[src/rtl/fpu_result_wb.sv]
// fpu_result_wb: FP writeback stage. Formats execute results into one
// XLEN-wide writeback word, buffers it in a 2-entry skid queue and accrues
// retired exception flags into the sticky fflags register.
// Optional: FPU_RESULT_WB_NANBOX_EN fills FP-destination upper bits with ones.
module fpu_result_wb #(
   parameter int XLEN = 64,
   parameter int FLEN = 32
) (
   input  logic            clk,
   input  logic            rst_n,
   input  logic            in_valid,
   output logic            in_ready,
   input  logic [4:0]      in_ftype,
   input  logic [4:0]      in_rd,
   input  logic [FLEN-1:0] in_farith,
   input  logic [31:0]     in_wcvt,
   input  logic [63:0]     in_lcvt,
   input  logic            in_fcmp,
   input  logic [XLEN-1:0] in_fclass,
   input  logic [4:0]      in_flags,
   input  logic            flush,
   output logic            out_valid,
   input  logic            out_ready,
   output logic            out_is_int,
   output logic [4:0]      out_rd,
   output logic [XLEN-1:0] out_data,
   output logic            illegal_op,
   output logic [4:0]      fflags,
   input  logic            csr_we,
   input  logic [4:0]      csr_wdata
);

   typedef enum logic [2:0] {
      FMT_FP, FMT_W, FMT_L, FMT_CMP, FMT_CLASS, FMT_ILL
   } fmt_e;

   fmt_e            fmt;
   logic            fmt_is_int;
   logic [XLEN-1:0] fmt_data;
   logic [4:0]      fmt_flags;

   logic            is_int_q [2];
   logic            is_int_d [2];
   logic [4:0]      rd_q     [2];
   logic [4:0]      rd_d     [2];
   logic [XLEN-1:0] data_q   [2];
   logic [XLEN-1:0] data_d   [2];
   logic [4:0]      flags_q  [2];
   logic [4:0]      flags_d  [2];
   logic            wr_ptr_q, wr_ptr_d;
   logic            rd_ptr_q, rd_ptr_d;
   logic [1:0]      count_q, count_d;
   logic            in_ready_q, in_ready_d;
   logic            illegal_q, illegal_d;
   logic [4:0]      fflags_q, fflags_d;
   logic            accept, enq, deq;

   // Classify the op code into a result format.
   always_comb begin
      fmt = FMT_ILL;
      case (in_ftype) inside
         [5'd0:5'd8], [5'd13:5'd17]: fmt = FMT_FP;
         [5'd9:5'd10]:               fmt = FMT_W;
         [5'd11:5'd12]:              fmt = FMT_L;
         [5'd18:5'd20]:              fmt = FMT_CMP;
         5'd21:                      fmt = FMT_CLASS;
         default:                    fmt = FMT_ILL;
      endcase
   end

   // Build the writeback word and flags for the incoming result.
   always_comb begin
      fmt_is_int = 1'b1;
      fmt_data   = '0;
      fmt_flags  = in_flags;
      case (fmt)
         FMT_FP: begin
            fmt_is_int = 1'b0;
`ifdef FPU_RESULT_WB_NANBOX_EN
            fmt_data = '1;
`else
            fmt_data = '0;
`endif
            fmt_data[FLEN-1:0] = in_farith;
         end
         FMT_W: begin
            // RV64: the unsigned 32-bit convert is sign-extended as well.
            fmt_data       = {XLEN{in_wcvt[31]}};
            fmt_data[31:0] = in_wcvt;
         end
         FMT_L:     fmt_data = XLEN'(in_lcvt);
         FMT_CMP:   fmt_data[0] = in_fcmp;
         FMT_CLASS: begin
            fmt_data  = in_fclass;
            fmt_flags = '0;
         end
         default: ;
      endcase
   end

   // Queue control, illegal detection and fflags next-state.
   always_comb begin
      for (int unsigned i = 0; i < 2; i++) begin
         is_int_d[i] = is_int_q[i];
         rd_d[i]     = rd_q[i];
         data_d[i]   = data_q[i];
         flags_d[i]  = flags_q[i];
      end
      wr_ptr_d  = wr_ptr_q;
      rd_ptr_d  = rd_ptr_q;
      count_d   = count_q;
      accept    = in_valid && in_ready_q && !flush;
      enq       = accept && (fmt != FMT_ILL);
      deq       = (count_q != 2'd0) && out_ready;
      illegal_d = accept && (fmt == FMT_ILL);
      if (flush) begin
         count_d  = '0;
         wr_ptr_d = 1'b0;
         rd_ptr_d = 1'b0;
      end else begin
         if (enq) begin
            is_int_d[wr_ptr_q] = fmt_is_int;
            rd_d[wr_ptr_q]     = in_rd;
            data_d[wr_ptr_q]   = fmt_data;
            flags_d[wr_ptr_q]  = fmt_flags;
            wr_ptr_d           = !wr_ptr_q;
         end
         if (deq) rd_ptr_d = !rd_ptr_q;
         if (enq && !deq)      count_d = count_q + 2'd1;
         else if (!enq && deq) count_d = count_q - 2'd1;
      end
      // Registered from the next count so out_ready never reaches in_ready.
      in_ready_d = (count_d != 2'd2);
      fflags_d   = (csr_we ? csr_wdata : fflags_q)
                 | ((deq && !flush) ? flags_q[rd_ptr_q] : 5'd0);
   end

   // State registers.
   always_ff @(posedge clk or negedge rst_n) begin
      if (!rst_n) begin
         for (int unsigned i = 0; i < 2; i++) begin
            is_int_q[i] <= 1'b0;
            rd_q[i]     <= '0;
            data_q[i]   <= '0;
            flags_q[i]  <= '0;
         end
         wr_ptr_q   <= 1'b0;
         rd_ptr_q   <= 1'b0;
         count_q    <= '0;
         in_ready_q <= 1'b1;
         illegal_q  <= 1'b0;
         fflags_q   <= '0;
      end else begin
         for (int unsigned i = 0; i < 2; i++) begin
            is_int_q[i] <= is_int_d[i];
            rd_q[i]     <= rd_d[i];
            data_q[i]   <= data_d[i];
            flags_q[i]  <= flags_d[i];
         end
         wr_ptr_q   <= wr_ptr_d;
         rd_ptr_q   <= rd_ptr_d;
         count_q    <= count_d;
         in_ready_q <= in_ready_d;
         illegal_q  <= illegal_d;
         fflags_q   <= fflags_d;
      end
   end

   assign in_ready   = in_ready_q;
   assign out_valid  = (count_q != 2'd0);
   assign out_is_int = is_int_q[rd_ptr_q];
   assign out_rd     = rd_q[rd_ptr_q];
   assign out_data   = data_q[rd_ptr_q];
   assign illegal_op = illegal_q;
   assign fflags     = fflags_q;

endmodule

[config.mk]
export PLATFORM = sky130hd
export DESIGN_NAME = fpu_result_wb
export DESIGN_NICKNAME = d
export VERILOG_FILES = /design/src/rtl/fpu_result_wb.sv
export SDC_FILE = /design/constraint.sdc
export NUM_CORES = 1
export LEC_CHECK = 0
export BUFFER_PORTS_ARGS = -buffer_cell sky130_fd_sc_hd__buf_2
export CORE_ASPECT_RATIO = 1.2
export CORE_MARGIN = 2
export CORE_UTILIZATION = 40
export DETAILED_ROUTE_END_ITERATION = 16
export PLACE_DENSITY_LB_ADDON = 0.2
export SKIP_LAST_GASP = 1
export SLEW_MARGIN = 20
export SYNTH_ARGS = -nofsm -noshare
export SYNTH_HDL_FRONTEND = slang
export SYNTH_SLANG_ARGS = --single-unit
[constraint.sdc]
create_clock -name clk -period 2.4 [get_ports clk]
set_input_delay 0.24 -clock clk [delete_from_list [all_inputs] [get_ports clk]]
set_output_delay 0.24 -clock clk [all_outputs]
set_load 0.02 [all_outputs]
-- Word-level counts from Yosys, hierarchy flattened
Cells that the tools add are included.
- register bits: 161
- bits of input ports: 219
- word-level logic and storage cells: 106
- add/subtract/negate cells: 2
- order comparisons: 13
- eq/ne operators: 8
- multiplexer cells: 40
- bitwise operators: 4
- reductions and logical operators: 25
- operator list (kind ; number):
    64-bit two-way mux ; 4
    63-bit one-hot mux with 4 select lines ; 1
    128-bit bitwise mux ; 1
    64-bit demux with 1-bit select ; 1
    5-bit two-way mux ; 10
    10-bit bitwise mux ; 2
    5-bit by 4-bit greater-or-equal comparator with 1-bit output, second input constant ; 3
    5-bit by 4-bit <= comparator with 1-bit output, second input constant ; 3
    1-bit logical AND ; 14
    3-bit two-way mux ; 4
    5-bit <= comparator, second input constant ; 2
    1-bit two-way mux ; 10
    3-bit by 2-bit == test with 1-bit output, second input constant ; 2
    3-bit == test, second input constant ; 2
    2-bit two-way mux ; 3
    2-bit nonzero test ; 3
    5-bit demux with 1-bit select ; 1
    5-bit == test, second input constant ; 1
    5-bit by 1-bit greater-or-equal comparator with 1-bit output, second input constant ; 1
    5-bit greater-or-equal comparator, second input constant ; 1
    1-bit logical NOT ; 5
    5-bit OR ; 1
    1-bit one-hot mux with 5 select lines ; 1
    2-bit greater-or-equal comparator, second input constant ; 2
    other kinds (13) ; 14

-- Depth between registers and ports, before layout
Gate-level depths: netlist (run 1).
- depth in word-level cells: 14
- depth in mapped cells: 8

-- Worst setup path after synthesis (run 1)
OpenSTA, ideal clock, no wires.
- path kind: register to register
- from: reg in_ready_q (netlist: in_ready)
- to: reg data_q[100] (netlist name)
- setup time: 0.125 ns
- arrival: 1.759 ns
- required time: 2.275 ns
- path slack: 0.517 ns
- stages on the path, launching flop included: 6
- path buffers: 2
- cells stage by stage: dfstp_2 nand3b_1 a211oi_1 buf_2 buf_2 mux2_2
- word-level cells in the longest chain between the ends: 4
- RTL lines (what ; RTL line ; RTL):
    from (decl) ; 53 ; logic in_ready_q, in_ready_d;
    from (signal assigned) ; 163 ; in_ready_q <= in_ready_d;
    1-bit logical AND (2 in a row) ; 112 ; accept = in_valid && in_ready_q && !flush;
    1-bit logical AND ; 113 ; enq = accept && (fmt != FMT_ILL);
    2-bit AND reduction (no source line) ; -- ;
    to (signal, indexed assignment) ; 157 ; data_q[i] <= data_d[i];
    to (decl) ; 46 ; logic [XLEN-1:0] data_q [2];
No other way between the ends.
A chain may end at the register's enable or synchronous reset.

-- Final worst setup path (run 1)
- from: reg rd_ptr_q
- to: out out_data[54]
- word-level cells in the longest chain between the ends: 4
- RTL lines (what ; RTL line ; RTL):
    from (decl) ; 51 ; logic rd_ptr_q, rd_ptr_d;
    from (signal assigned) ; 161 ; rd_ptr_q <= rd_ptr_d;
    1-bit NOT with 2-bit output (implied by the code) ; 173 ; assign out_data = data_q[rd_ptr_q];
    64-bit two-way mux (implied by the code) (3 in a row) ; 173 ;
    to (decl) ; 26 ; output logic [XLEN-1:0] out_data,
No other way between the ends. The select of a mux whose other input is x is not followed.

==> impl_metrics.tcl, run 1 <==
set metrics [dict create \
    rows 56 \
    r2r_cells 4 \
    total_power_mw 10.46 \
    p_leak_nw 4.980 \
    syn_inst 709 \
    initial_core_util_pct 41.06 \
    timing.final.crit_share_pct 87.85 \
    grt.overflow.total 0 \
    slew_viol_final 0 \
    drive_above_1_share_pct 49.60 \
    cts_resized 0 \
    clock_skew_ns 0.006222 \
    avgSynthCellArea_sq_um 11.36 \
    grt_max_degree 61 \
    dp_hpwl_um 16060 \
    critPathArrivalTime_ns 1.87 \
    fill_cells 1799 \
    place_area_sq_mm 0.009859 \
    rsz0062_at_grt "no" \
    crit_path_start_kind "flip-flop" \
    clkPwrFrac_pct 26.7 \
    drv_cap 0 \
    criticalPathCategory "reg2out" \
    cts_tree "done" \
    fin_crit_ns 2.109 \
    timing_hold_violations_final 0 \
    finalSetupViolCount 0 \
    cts_sinks 161 \
    drt-vias-per-instance 5.351 \
    max_slew.worst_pin.slew_ns 0.4782 \
    ioPinCount 297 \
    gp_congestion 0.7493 \
    h-tree-depth 4 \
    root_buffer "clkbuf_16" \
    drtAntennaViolNets 0 \
    status "complete, no violations" \
    switchingPower_mw 3.574 \
    fin_nets 1202 \
    detail_route.wl_per_cell_um 17.93 \
    crit_fanout 32 \
    hold_path_depth 3 \
    hp-class "in2reg" \
    insertion_delay_ns 0.42 \
    sw_frac_of_total_pct 34.16 \
    grt_pass1_vias 6742 \
    syn_area_sq_mm 0.008055 \
    synth_top_area_share_pct 49.70 \
    yosysWarnings 0 \
    yosysSeqAreaShare_pct 50.03 \
    power_frac_seq_pct 38.4 \
    power_frac_comb_pct 34.9 \
    max_slew_margin_pct 68.12 \
    grt.total_usage_pct 20.98 \
    internal_power_mw 6.887 \
    drc 0 \
    post_cts_buffers 0 \
    tns_ns 0 \
    clk_pin_slew_ns 0.07 \
    stdcell_area_sq_mm 0.01048 \
    ys_types 41 \
    synthesis.nets 929 \
    cts_buffers 17 \
    worst_setup_path_end_kind "primary output" \
    antenna_found_initial 5 \
    grt_pass1_wl_um 35350 \
    clock.fmax_mhz 474.3 \
    synth_area_leaders "dfrtp_1 50%, mux2_2 19%, a31oi_1 4.8%" \
    synth_top_area_cell "dfrtp_1" \
    dieHeight_um 159.5 \
    peakVddDrop_mv 0.4768 \
    powerDensity_mw_per_mm2 998.2 \
    port_buffers 296 \
    num_vias 6732 \
    die_area_sq_mm 0.02129 \
    clk_path_buf_depth 2 \
    first_pass_iters 5 \
    drt_iter0_markers 420 \
    synth-seq-cells 161 \
    synthToLayoutAreaGrowth_pct 30.10 \
    core_area_sq_mm 0.01962 \
    wirelength_um 22560 \
    die_w_um 133.5 \
    required_ns 2.16 \
]
power by group through the flow:
stage / combinational, mW / clock, mW / sequential (mW)
floorplan: 2.53 / 0 / 3.92
global placement: 3.64 / 0 / 4.03
detailed placement: 3.68 / 0 / 4.07
CTS: 3.70 / 2.85 / 4.02
global route: 3.98 / 2.97 / 4.14
finish: 3.65 / 2.79 / 4.02
cell families (layout without fill, tap and decap cells):
family	Yosys count	in the layout	synth area share, %
AO/OA/AOI/OAI	192	192	17.37
flip-flops	161	161	50.03
multiplexers	148	148	20.50
AND/OR/NAND/NOR	136	136	7.207
buffers and inverters	67	352	4.303
XOR/XNOR	4	4	0.4349
adder cells (fa/ha/maj)	1	1	0.1553
other	0	3	0
Yosys cell counts (all sizes together):
library cell	count
dfrtp	160
mux2	136
nor2	66
a31oi	62
nand2	52
o21ai	51
buf	41
a221o	32
a222oi	30
clkbuf	20
mux2i	12
inv	6
a21oi	5
nand2b	4
xnor2	4
nand3b	3
nor3	3
a211oi	2
a221oi	2
a41oi	2
o211ai	2
or2	2
a21o	1
and2	1
and3b	1
dfstp	1
ha	1
nor2b	1
nor4b	1
nor4bb	1
o21a	1
o22a	1
o22ai	1
or3b	1
final timing paths:
path | endpoint | start | slack [ns]
min in group asynchronous | data_q[113] | rst_n | 0.32
setup / recovery | out_data[54] | rd_ptr_q | 0.29
max in group asynchronous | rd_ptr_q | rst_n | 1.37
setup reg to reg | data_q[61] | in_ready | 0.43
hold / removal | rd_q[0] | in_rd[0] | 0.03
hold reg to reg | rd_q[8] | rd_q[8] | 0.47
final cells by class:
class                           count  area [sq um]  area share [%]
Timing Repair Buffer              315          1758           16.77
Inverter                            6         22.52          0.2149
Multi-Input combinational cell    481          3729           35.58
Clock inverter                     11         156.4           1.492
Antenna cell                        3         7.507         0.07163
Clock buffer                       20         446.7           4.262
Tap cell                          261         326.6           3.116
Sequential cell                   161          4034           38.49
cell usage in the layout, fill, tap and decap left out, drive strengths merged, types with 3 or more instances in the layout:
cell type  instances
a222oi            30
a221o             32
mux2             136
xnor2              4
a31oi             62
clkinvlp           3
nor2              66
bufinv             3
nand2             52
a21oi              5
nand2b             4
buf              314
mux2i             12
o21ai             51
diode              3
clkbuf            20
dfrtp            160
nand3b             3
inv                9
nor3               3
what timing repair did:
action | 4_1_cts | 5_1_grt
endpoints found under the setup margin | 0 | 0
endpoints found under the hold margin | 44 | 0
hold buffers | 1 | 0
metal layers:
layer,global-route usage [%],part of all wire [%],vias up
li1,-,-,3230
met1,27.12,43,3223
met2,34.44,48,259
met3,6.240,8.2,16
met4,5.513,0.63,4
met5,0,0.12,-
flip-flops by register name, summed over array words and instances (netlist names), 2 cells and up:
name / cells
rd_q: 10
flags_q: 10
fflags: 5
is_int_q: 2
data_q: 128
count_q: 2
critical path: stages, from the launching register on:
cell	delay, ns
dfrtp_4	0.61
buf_12	0.26
mux2_2	0.38
buf_2	0.16
stage by stage:
stage               setup WS, ns  utilization [%]  std cells  hold WS [ns]
floorplan                 0.5167                -        709      -0.05559
global placement          0.4533            50.26       1223        0.2044
detailed placement        0.4177            50.26       1223        0.2124
CTS                       0.2678            53.38       1255       0.01092
global route              0.2223            53.38       1255       0.02098
finish                    0.2915            53.42       1258       0.03007
(Power assumes the default switching activity.)
==> run 2, diff against run 1 <==
--- a/config.mk
+++ b/config.mk
@@ -11,6 +11,7 @@
 export CORE_UTILIZATION = 40
 export DETAILED_ROUTE_END_ITERATION = 16
 export PLACE_DENSITY_LB_ADDON = 0.2
+export RECOVER_POWER = 100
 export SKIP_LAST_GASP = 1
 export SLEW_MARGIN = 20
 export SYNTH_ARGS = -nofsm -noshare
==> impl_metrics.tcl, run 2 (same netlist as run 1, synthesis figures left out) <==
set metrics [dict create \
    status "complete, no violations" \
    synthToLayoutAreaGrowth_pct 28.61 \
    antenna_found_initial 5 \
    initial_core_util_pct 41.06 \
    clk_path_buf_depth 2 \
    fill_cells 1833 \
    reg_top3 "data_q (128), flags_q (10), rd_q (10)" \
    clock_skew_ns 0.005604 \
    core_area_sq_mm 0.01962 \
    worst_path_dominant_cell_family "flip-flops" \
    grt_pass1_wl_um 35350 \
    drt_iter0_markers 388 \
    drive_above_1_share_pct 43.06 \
    r2r_slack_ns 0.35 \
    root_buffer "clkbuf_16" \
    internal_power_mw 6.735 \
    port_buffers 296 \
    total_power_mw 10.32 \
    grt.overflow.total 0 \
    cp_cell_sequence "buf_6 -> mux2_2 -> clkbuf_2" \
    peakVddDrop_mv 0.4705 \
    die_w_um 133.5 \
    rows 56 \
    worst_setup_path_end_kind "primary output" \
    cts_resized 0 \
    first_pass_iters 7 \
    clk_pin_slew_ns 0.07 \
    power_frac_comb_pct 34.1 \
    multiInputGateArea_sq_mm 0.003725 \
    fin_crit_ns 2.215 \
    powerDensity_mw_per_mm2 995.9 \
    die_area_sq_mm 0.02129 \
    drt-vias-per-instance 5.332 \
    cts_buffers 17 \
    hp-class "in2reg" \
    num_vias 6708 \
    max_slew.worst_pin.slew_ns 1.252 \
    holdWs_ns 0.03073 \
    grt_max_degree 61 \
    seqCellArea_sq_mm 0.004034 \
    crit_slowest_cell "dfrtp_4" \
    dp_hpwl_um 16060 \
    criticalPathCategory "reg2out" \
    detail_route.wl_per_cell_um 17.92 \
    dieHeight_um 159.5 \
    rsz0062_at_grt "no" \
    slew_viol_final 0 \
    clock.fmax_mhz 451.5 \
    drv_cap 0 \
    crit_fanout 30 \
    clkPwrFrac_pct 27.0 \
    cp_num_buf_inv 2 \
    wirelength_um 22540 \
    cts_sinks 161 \
    power_frac_seq_pct 38.9 \
    insertion_delay_ns 0.42 \
    max_stage_delay_ns 0.59 \
    switchingPower_mw 3.583 \
    placed_cells 1223 \
    fin_cells 1258 \
    timing.final.crit_share_pct 92.29 \
    sw_frac_of_total_pct 34.73 \
    grt_pass1_vias 6742 \
    grt.total_usage_pct 20.98 \
    gp_congestion 0.7493 \
    h-tree-depth 4 \
    max_slew_margin_pct 16.54 \
    timing_hold_violations_final 0 \
    required_ns 2.16 \
    critPathArrivalTime_ns 1.98 \
    largest_register_ffs 128 \
    layout_commonest_cell "buf_2" \
    top_register "data_q" \
    final_cell_mix "233 x buf_2, 159 x dfrtp_1, 133 x mux2_2" \
    ioPinCount 297 \
    cts_tree "done" \
    tns_ns 0 \
    drc 0 \
    finalSetupViolCount 0 \
    p_leak_nw 4.776 \
    crit_path_start_kind "flip-flop" \
    fin_nets 1202 \
    drtAntennaViolNets 0 \
]
[run 2: cell types whose count changed in the layout (fill, tap and decap cells not counted), sizes merged]
| cell | before | now |
|---|---|---|
| clkbuf | 20 | 86 |
| buf | 314 | 248 |
[run 2: area by class of cell]
| class | count | area share (%) |
|---|---|---|
| flip-flops and latches | 161 | 38.94 |
| multi-input cells | 481 | 35.95 |
| repair buffers | 315 | 15.85 |
| clock buffers | 20 | 4.312 |
| well taps | 261 | 3.152 |
| clock inverters | 11 | 1.510 |
| inverters | 6 | 0.2174 |
| diodes | 3 | 0.07246 |
[run 2: path summary, 6_finish.rpt]
check | from | endpoint | cells past startpoint
worst max-delay path | rd_ptr_q | out_data[24] | 3
worst max register to register | in_ready | data_q[27] | 5
max in group asynchronous | rst_n | rd_ptr_q | 3
worst min register to register | rd_q[8] | rd_q[8] | 2
min in group asynchronous | rst_n | data_q[113] | 2
worst min-delay path | in_rd[0] | rd_q[0] | 3
[run 2: power by group through the flow]
stage	registers, mW	logic (mW)	clock network, mW
6_report	4.01	3.52	2.79
5_1_grt	4.13	3.84	2.97
4_1_cts	4.02	3.70	2.85
3_5_place_dp	4.07	3.68	0
3_3_place_gp	4.03	3.64	0
2_1_floorplan	3.92	2.53	0
[run 2: what timing repair did]
item / in CTS / in global routing
hold buffers: 1 / 0
hold endpoints to repair: 44 / 0
setup endpoints to repair: 0 / 0
setup buffers: 0 / 0
[run 2: stage by stage]
step	instance area, sq um	util, %	setup slack (ns)
after floorplan	8055	-	0.5167
after global placement	9859	50.26	0.4533
after detailed placement	9859	50.26	0.4177
after CTS	10470	53.38	0.2678
after global routing	10350	52.77	0.1118
final	10360	52.81	0.1850
[run 2: worst register-to-register path, delay by kind of cell, from the launching register on]
kind / cells / cell delay (ns)
flops: 1 / 0.54
simple gates: 2 / 0.35
compound gates: 2 / 0.50
buf+inv: 1 / 0.58
[run 2: per-layer routing]
metal	vias to the layer above	share of wire [%]	track usage (%)
li1	3228	-	-
met4	4	0.63	5.513
met3	16	8.3	6.240
met1	3207	43	27.12
met2	253	48	34.44
met5	-	0.12	0
==> run 3, diff against run 2 <==
--- a/config.mk
+++ b/config.mk
@@ -6,7 +6,7 @@
 export NUM_CORES = 1
 export LEC_CHECK = 0
 export BUFFER_PORTS_ARGS = -buffer_cell sky130_fd_sc_hd__buf_2
-export CORE_ASPECT_RATIO = 1.2
+export CORE_ASPECT_RATIO = 1.75
 export CORE_MARGIN = 2
 export CORE_UTILIZATION = 40
 export DETAILED_ROUTE_END_ITERATION = 16
==> impl_metrics.tcl, run 3 (same netlist as run 1, synthesis figures left out) <==
set metrics [dict create \
    top_register "data_q" \
    critPathArrivalTime_ns 1.87 \
    cts_buffers 17 \
    drv_cap 0 \
    dieHeight_um 191.7 \
    drive_above_1_share_pct 42.10 \
    status "complete, no violations" \
    final_cell_mix "224 x buf_2, 159 x dfrtp_1, 132 x mux2_2" \
    required_ns 2.16 \
    criticalPathCategory "reg2out" \
    first_pass_iters 5 \
    grt.overflow.total 0 \
    grt_pass1_wl_um 35160 \
    worst_setup_path_end_kind "primary output" \
    grt_pass1_vias 7011 \
    reg_top3 "data_q (128), flags_q (10), rd_q (10)" \
    rows 68 \
    wirelength_um 22480 \
    port_buffers 296 \
    timing_hold_violations_final 0 \
    crit_path_start_kind "flip-flop" \
    layout_commonest_cell "buf_2" \
    clk_path_buf_depth 2 \
    post_cts_buffers 0 \
    drc 0 \
    clock.fmax_mhz 473.8 \
    grt_max_degree 58 \
    insertion_delay_ns 0.43 \
    drt-vias-per-instance 5.494 \
    dp_hpwl_um 16270 \
    antenna_found_initial 2 \
    max_slew.worst_pin.slew_ns 1.262 \
    timing.final.crit_share_pct 87.95 \
    num_vias 6845 \
    core_area_sq_mm 0.01974 \
    fin_nets 1207 \
    detail_route.wl_per_cell_um 18.04 \
    gr-usage-met2_pct 37.34 \
    cts_resized 0 \
    grt.total_usage_pct 20.58 \
    ioPinCount 297 \
    hp-class "in2reg" \
    h-tree-depth 4 \
    gp_congestion 0.7667 \
    use_met1_pct 23.55 \
    synthToLayoutAreaGrowth_pct 29.36 \
    holdWs_ns 0.02953 \
    cts_sinks 161 \
    ctsHoldBuffers 1 \
    slew_viol_final 0 \
    p_leak_nw 4.781 \
    peakVddDrop_mv 0.4513 \
    fin_crit_ns 2.111 \
    fill_cells 1867 \
    die_area_sq_mm 0.02133 \
    drt_iter0_markers 356 \
    powerDensity_mw_per_mm2 1003 \
    largest_register_ffs 128 \
    max_slew_margin_pct 15.89 \
    die_w_um 111.3 \
    grt-busiest-layer "met2" \
    crit_fanout 31 \
    cts_tree "done" \
    place_area_sq_mm 0.009877 \
    clock_skew_ns 0.01291 \
    use_met3_pct 5.838 \
    finalSetupViolCount 0 \
    root_buffer "clkbuf_16" \
    stdcell_area_sq_mm 0.01042 \
    clk_pin_slew_ns 0.07 \
    initial_core_util_pct 40.81 \
    drtAntennaViolNets 0 \
    rsz0062_at_grt "no" \
    tns_ns 0 \
]
## run 3: metrics by stage
stage / util, % / setup slack, ns / power [mW] / cells
after floorplan: - / 0.5167 / 6.451 / 709
after global placement: 50.04 / 0.4878 / 7.664 / 1212
after detailed placement: 50.04 / 0.4309 / 7.729 / 1212
after CTS: 53.33 / 0.2880 / 10.71 / 1245
after global routing: 52.78 / 0.1904 / 11.08 / 1245
final: 52.79 / 0.2892 / 10.46 / 1246
## run 3: area by class of cell
class	instances	area (sq um)	share of cell area, %
well taps	245	306.5	2.942
flip-flops and latches	161	4034	38.71
clock buffers	20	456.7	4.383
diodes	1	2.502	0.02402
inverters	6	22.52	0.2161
multi-input cells	481	3725	35.75
repair buffers	320	1690	16.22
clock inverters	12	182.7	1.753
## run 3: path summary, 6_finish.rpt
| kind | start | endpoint | slack [ns] | cells past startpoint |
|---|---|---|---|---|
| max | rd_ptr_q | out_data[11] | 0.29 | 3 |
| min | in_rd[3] | rd_q[8] | 0.03 | 3 |
| max reg2reg | in_ready | in_ready | 0.33 | 4 |
| min reg2reg | rd_q[2] | rd_q[2] | 0.47 | 2 |
| max in group asynchronous | rst_n | is_int_q[0] | 0.58 | 3 |
| min in group asynchronous | rst_n | data_q[5] | 0.63 | 2 |
## run 3: critical path: stages, from the launching register on
cell	delay [ns]
dfrtp_4	0.59
buf_12	0.26
mux2_2	0.38
clkbuf_1	0.19
## run 3: power breakdown
group | switching (mW) | internal [mW] | leakage [nW] | total [mW]
registers | 0.446 | 3.56 | 2.02 | 4.00
logic | 2.00 | 1.52 | 2.45 | 3.51
clock network | 1.14 | 1.80 | 0.303 | 2.94
## run 3: metal layers
layer,wire (um),part of all wire [%]
met5,0,0
met1,8985,40
met2,11630,52
met4,276,1.2
met3,1583,7.0
